**src/rtl/rbus_pkg.sv**
```systemverilog
// rbus_pkg: register-file bus widths, arbiter FSM states and the default idle address
package rbus_pkg;
   localparam int RBUS_AW = 16;
   localparam int RBUS_DW = 16;
   localparam int RBUS_IW = 34;
   localparam logic [RBUS_AW-1:0] RBUS_IDLE_ADDR = 16'hFFFF;
   typedef enum logic [1:0] {IDLE, ACCESS, DONE} rbus_state_t;
endpackage

```
**src/rtl/rbus_arbiter_rr_pick.sv**
```systemverilog
// rr_pick: combinational round-robin priority encoder, first set req at or above ptr (mod N)
module rr_pick #(
   parameter int N = 2
) (
   input  logic [N-1:0]         req,
   input  logic [$clog2(N)-1:0] ptr,
   output logic [$clog2(N)-1:0] winner,
   output logic                 valid
);
   localparam int PW = $clog2(N);
   logic [PW-1:0] k;
   logic found;
   always_comb begin
      winner = ptr;
      found = 1'b0;
      k = ptr;
      for (int i = 0; i < N; i++) begin
         if (req[k] && !found) begin
            winner = k;
            found = 1'b1;
         end
         k = (k == PW'(N - 1)) ? '0 : k + 1'b1;
      end
      valid = |req;
   end
endmodule

```
**src/rtl/rbus_arbiter.sv**
```systemverilog
// rbus_arbiter: round-robin arbiter issuing one register-bus word access per grant.
// Defining RBUS_ARB_LOCK_EN adds a lock input that keeps priority with the current winner.
module rbus_arbiter
   import rbus_pkg::*;
#(
   parameter int                 NREQ      = 2,
   parameter logic [RBUS_AW-1:0] IDLE_ADDR = RBUS_IDLE_ADDR
) (
   input  logic                      clk,
   input  logic                      reset,
   input  logic [NREQ-1:0]           req,
   input  logic [NREQ-1:0]           we,
   input  logic [RBUS_AW*NREQ-1:0]   addr,
   input  logic [RBUS_DW*NREQ-1:0]   wrdata,
`ifdef RBUS_ARB_LOCK_EN
   input  logic [NREQ-1:0]           lock,
`endif
   output logic [NREQ-1:0]           gnt,
   output logic [NREQ-1:0]           done,
   output logic [RBUS_DW-1:0]        rddata,
   output logic                      bus_wr,
   output logic [RBUS_AW-1:0]        bus_addr,
   output logic [RBUS_DW-1:0]        bus_wrdata,
   input  logic [RBUS_DW-1:0]        bus_rddata
);
   localparam int PW = $clog2(NREQ);
   rbus_state_t state, state_n;
   logic [PW-1:0] ptr, ptr_n, win, win_n, pick;
   logic [NREQ-1:0] gnt_n, done_n;
   logic [RBUS_DW-1:0] rddata_n, bus_wrdata_n;
   logic [RBUS_AW-1:0] bus_addr_n;
   logic bus_wr_n, valid, hold;

   rr_pick #(.N(NREQ)) u_pick (
      .req    (req),
      .ptr    (ptr),
      .winner (pick),
      .valid  (valid)
   );

`ifdef RBUS_ARB_LOCK_EN
   assign hold = lock[win] & req[win];
`else
   assign hold = 1'b0;
`endif

   always_comb begin
      state_n = state;
      ptr_n = ptr;
      win_n = win;
      gnt_n = gnt;
      done_n = done;
      rddata_n = rddata;
      bus_wr_n = bus_wr;
      bus_addr_n = bus_addr;
      bus_wrdata_n = bus_wrdata;
      case (state)
         IDLE: if (valid) begin
            win_n = pick;
            gnt_n = NREQ'(1) << pick;
            bus_wr_n = we[pick];
            bus_addr_n = addr[RBUS_AW*pick +: RBUS_AW];
            bus_wrdata_n = wrdata[RBUS_DW*pick +: RBUS_DW];
            state_n = ACCESS;
         end
         ACCESS: begin
            rddata_n = bus_rddata;
            bus_wr_n = 1'b0;
            done_n = gnt;
            state_n = DONE;
         end
         DONE: begin
            done_n = '0;
            gnt_n = '0;
            bus_addr_n = IDLE_ADDR;
            ptr_n = hold ? win : (win == PW'(NREQ - 1)) ? '0 : win + 1'b1;
            state_n = IDLE;
         end
         default: state_n = IDLE;
      endcase
   end

   always_ff @(posedge clk) begin
      if (reset) begin
         state <= IDLE;
         ptr <= '0;
         win <= '0;
         gnt <= '0;
         done <= '0;
         rddata <= '0;
         bus_wr <= 1'b0;
         bus_addr <= IDLE_ADDR;
         bus_wrdata <= '0;
      end else begin
         state <= state_n;
         ptr <= ptr_n;
         win <= win_n;
         gnt <= gnt_n;
         done <= done_n;
         rddata <= rddata_n;
         bus_wr <= bus_wr_n;
         bus_addr <= bus_addr_n;
         bus_wrdata <= bus_wrdata_n;
      end
   end
endmodule
```
**config.mk**
```make
export PLATFORM = sky130hd
export DESIGN_NAME = rbus_arbiter
export DESIGN_NICKNAME = d
export VERILOG_FILES = /design/src/rtl/rbus_pkg.sv /design/src/rtl/rbus_arbiter_rr_pick.sv /design/src/rtl/rbus_arbiter.sv
export SDC_FILE = /design/constraint.sdc
export NUM_CORES = 1
export LEC_CHECK = 0
export CAP_MARGIN = 40
export CORE_MARGIN = 5
export CORE_UTILIZATION = 24
export DETAILED_ROUTE_END_ITERATION = 8
export GPL_TIMING_DRIVEN = 0
export MAX_ROUTING_LAYER = met4
export SYNTH_ARGS = -nofsm -noshare
export SYNTH_HDL_FRONTEND = slang
export SYNTH_HIERARCHICAL = 1
export SYNTH_SLANG_ARGS = --single-unit
```
**constraint.sdc**
```tcl
create_clock -name clk -period 4.15 [get_ports clk]
set_clock_uncertainty 0.05 [all_clocks]
set_input_delay 0.83 -clock clk [delete_from_list [all_inputs] [get_ports clk]]
set_output_delay 0.83 -clock clk [all_outputs]
set_load 0.03 [all_outputs]
```
# Word level (Yosys, flattened, before mapping)
# Cells that the tools add are included.
# word_totals
ff_bits	57
input_bits	86
out_inout_bits	53
wordCells	49
# op_classes
add_sub_neg	2
n_lt_le_gt_ge	3
n_eq_ne	3
shifts	3
n_mux	19
n_reduce_logical	10
# ops
cell	count
32-bit by 6-bit variable part select with 16-bit output	2
16-bit case mux with 2 select lines	1
16-bit two-way mux	1
2-bit case mux with 2 select lines	3
1-bit two-way mux	11
1-bit by 2-bit < comparator with 1-bit output (second input constant)	3
2-bit AND reduction	3
2-bit nonzero test	3
2-bit two-way mux	2
1-bit adder (second input constant)	2
2-bit by 1-bit == test with 1-bit output (second input constant)	1
2-bit == test (second input constant)	1
2-bit logical NOT	1
2-bit by 1-bit != test with 1-bit output (second input constant)	1
1-bit case mux with 2 select lines	1
2-bit OR reduction	1
1-bit by 1-bit left shift with 2-bit output (first input constant)	1
1-bit logical AND	1
1-bit logical NOT	1

# Longest topological paths before layout
# depth
word_depth	10
mapped_depth	7
ltp_nobuf	5

# Hierarchy
# The synthesis kept the hierarchy.
# modules_own_cells
mod	instances	cells_each	area_per_inst_um2	seq_area_each_um2
rbus_arbiter	1	229	2487.4	1141.1
rr_pick	1	3	21.3	0.0

# Least setup slack after synthesis
# OpenSTA, ideal clock, no wires.
# synth_timing
path_kind	input -> register
start	input req[1]
end	register bus_addr[0]
setup_ns	0.120
arrival_time_ns	1.863
t_required_ns	3.980
setup_slack_ns	2.117
cell_stages	6
n_path_buf	2
path_cell_list	or2_2 > mux2i_1 > nand2b_1 > buf_6 > buf_12 > a2bb2oi_2
# synth_via
elab_chain_cells	9
word_cells_on_any_way	14
classes_between	eq/ne (1); shift (1); mux (8); reduce/logical (4)
# synth_lines
item	line_no	rtl
start, declared	rbus_arbiter.sv:11	input logic [NREQ-1:0] req,
1-bit two-way mux (not written as such) (2 in a row)	rbus_arbiter_rr_pick.sv:18	if (req[k] && !found) begin
1-bit two-way mux	rbus_arbiter_rr_pick.sv:18	
1-bit logical NOT	rbus_arbiter_rr_pick.sv:18	
1-bit logical AND	rbus_arbiter_rr_pick.sv:18	
1-bit two-way mux	rbus_arbiter_rr_pick.sv:18	
32-bit by 6-bit variable part select with 16-bit output	rbus_arbiter.sv:62	bus_addr_n = addr[RBUS_AW*pick +: RBUS_AW];
16-bit two-way mux	rbus_arbiter.sv:58	IDLE: if (valid) begin
16-bit case mux with 2 select lines	rbus_arbiter.sv:57	case (state)
end signal, assigned	rbus_arbiter.sv:102	bus_addr <= bus_addr_n;
end, declared	rbus_arbiter.sv:22	output logic [RBUS_AW-1:0] bus_addr,
# Several ways; a longest one is shown, not always the timed one. The select of a mux whose other input is x is not followed.
# A chain may end at the register's enable or synchronous reset.

# Worst setup path after layout
# layout_timing
start	input req[1]
end	register bus_addr[3]
# layout_via
word_cells_on_any_way	14
classes_between	eq/ne (1); shift (1); mux (8); reduce/logical (4)
# layout_rtl
item	line_no	rtl
2-bit OR reduction	rbus_arbiter_rr_pick.sv:24	valid = |req;
named net valid	rbus_arbiter.sv:32	logic bus_wr_n, valid, hold;
2-bit by 1-bit != test with 1-bit output (no source line)	n/a	
2-bit AND reduction (no source line)	n/a	
# The timed path passes the listed nets, and every way through them passes these cells. The select of a mux whose other input is x is not followed.

==> results.json <==
{
  "status": "completed",
  "wl_microns": 7310,
  "vias_per_cell": 4.27,
  "grt_setup_unrepaired": "false",
  "io_buffers": 137,
  "async_flop_share_pct": 0,
  "place_area_sq_um": 4050,
  "fin_cells": 520,
  "hold_buffers": 0,
  "cp_data_arrival_time_ns": 2.47,
  "coreArea_sq_um": 10300,
  "clk_path_buf_depth": 2,
  "io_pins": 139,
  "switching_share_pct": 30.9,
  "grt_pass1_wl_microns": 12000,
  "ys.flop_type": "dfxtp_1",
  "tritoncts": "yes",
  "start_util_pct": 24.4,
  "clock_latency_ns": 0.32,
  "drv_cap": 0,
  "place_inst": 505,
  "final_util_pct": 41.3,
  "cts_buffers": 9,
  "grt_max_degree": 11,
  "grt_pass1_vias": 2377,
  "syn_area_per_cell_sq_um": 10.8,
  "hold_viol": 0,
  "ys_warn_count": 6,
  "cts_resized": 0,
  "vias": 2221,
  "antennaDiodeCount": 0,
  "fin_area_sq_um": 4250,
  "syn_area_sq_um": 2510,
  "grt_usage_pct": 12.1,
  "ant_nets": 0,
  "peakVddDrop_mv": 0.164,
  "synth.distinct_cells": 26,
  "hpwl_microns": 5800,
  "p_leak_uw": 0.00164,
  "fill_cells": 1025,
  "ys_top_cells_by_area": "dfxtp_1 45%, mux2i_1 22%, a2bb2oi_2 6.0%",
  "cp-start-kind": "input pin",
  "hp-class": "reg2reg",
  "worst_pin_slew_ns": 0.481,
  "critPathRequiredTime_ns": 4.31,
  "setup_viol": 0,
  "die-area_sq_um": 12600,
  "p_comb_share_pct": 34.1,
  "net-switching-power_uw": 546,
  "gp_congestion": 0.801,
  "num_rows": 37,
  "clkTransAtPathRegs_ns": 0.06,
  "powerDensity_nw_per_um2": 417,
  "synth_cells": 232,
  "synth-seq-cells": 57,
  "seqPwrFrac_pct": 36.8,
  "netlist.area_leader.share_pct": 45.5,
  "clock_sinks": 57,
  "synth_edf_count": 0,
  "multiInputGateArea_sq_um": 1220,
  "synth_seq_area_share_pct": 45.5,
  "fin_nets": 472,
  "clockPowerShare_pct": 29.1,
  "drive_gt1_share_pct": 10.7,
  "p_int_uw": 1220,
  "die_w_microns": 112,
  "dr.pass1.iters": 4,
  "root_buffer": "clkbuf_8",
  "wire_per_inst_microns": 14.1,
  "register_area_sq_um": 1140,
  "area_delta_synth_final_pct": 69.2,
  "overflow": 0,
  "yosys.area.top_type": "dfxtp_1",
  "synthesis.nets": 324,
  "worstPathMaxFanout": 10,
  "antenna_found_initial": 0,
  "post_cts_buffers": 0,
  "drtIter0Drc": 47,
  "slew_headroom_pct": 67.9,
  "min_period_over_period_pct": 55.7,
  "htree_levels": 3,
  "fin_setup_tns_ns": 0,
  "period_minus_slack_ns": 2.31,
  "synth_most_common_cell": "dfxtp_1",
  "finalPower_uw": 1770,
  "drc": 0,
  "die_height_microns": 112,
  "max_freq_mhz": 433,
  "slew_violations": 0,
  "crit_type": "in2reg",
  "yosys-top-cells-count": "57 x dfxtp_1, 54 x mux2i_1, 37 x nor2_1",
  "end_kind": "flip-flop"
}
-- cell families (layout without fill, tap and decap cells) --
kind of cell / count (synthesis) / in the layout / share of synthesized area (%)
DFF: 57 / 57 / 45.5
muxes: 54 / 54 / 21.5
and+or+nand+nor: 53 / 53 / 9.68
AOI/OAI and AO/OA: 38 / 38 / 14.1
buffers and inverters: 23 / 175 / 5.79
adders and majority gates: 7 / 7 / 3.44
-- critical path, cell delays in order --
cell,delay [ns]
clkdlybuf4s50_1,0.42
or2_2,0.36
mux2i_1,0.30
nand2b_1,0.12
buf_6,0.15
buf_12,0.14
a2bb2oi_2,0.13
-- through the flow --
step / hold WS (ns) / setup slack [ns]
after floorplan: 0.410 / 2.12
after global placement: 0.405 / 1.52
after detailed placement: 0.410 / 1.50
after CTS: 0.419 / 1.83
after global routing: 0.430 / 1.70
final: 0.417 / 1.84
-- worst paths after layout --
kind,from,to,slack [ns],cells past startpoint
setup / recovery,req[1],bus_addr[3]$_SDFFE_PP1P_,1.84,7
setup reg to reg,state[0]$_SDFFE_PP0P_,bus_addr[3]$_SDFFE_PP1P_,2.28,7
hold / removal,done[0]$_SDFFE_PP0P_,done[0]$_SDFFE_PP0P_,0.42,2
hold reg to reg,done[0]$_SDFFE_PP0P_,done[0]$_SDFFE_PP0P_,0.42,2
-- placed cells by master, fill, tap and decap left out, types with 5 or more instances in the layout --
cell type / n
a2bb2oi_2: 10
clkbuf_8: 11
mux2i_1: 54
dfxtp_1: 57
ha_1: 6
a211oi_1: 16
clkdlybuf4s50_1: 137
buf_4: 7
a21oi_1: 5
clkbuf_1: 6
nor2_1: 37
a2bb2oi_1: 6
-- sequential cells by signal, summed over array words and instances, names as in the netlist --
register    count
rddata         16
bus_wr          1
ptr             1
win             1
bus_wrdata     16
done            2
bus_addr       16
gnt             2
state           2
-- per-layer routing --
metal / track usage (%) / vias to the layer above / share of wire [%]
met5: - / - / 0
met4: 4.09 / 0 / 0.66
met3: 3.94 / 6 / 7.3
met2: 19.0 / 84 / 48
met1: 14.7 / 1015 / 44
li1: - / 1116 / -
-- power by group through the flow --
stage | clock (uW) | combinational [uW] | sequential (uW)
after floorplan | 0 | 232 | 783
after global placement | 0 | 605 | 661
after detailed placement | 0 | 611 | 663
after CTS | 535 | 613 | 652
after global routing | 567 | 646 | 661
final | 514 | 603 | 651
-- layout make-up --
cell class,instances,share of cell area (%)
inverters,4,0.354
multi-input cells,152,28.8
plain buffers,19,3.07
clock buffers,12,3.65
flip-flops and latches,57,26.9
well taps,136,4.01
repair buffers,137,32.3
clock inverters,3,0.943
No activity file was read; power rests on OpenSTA's default activity.
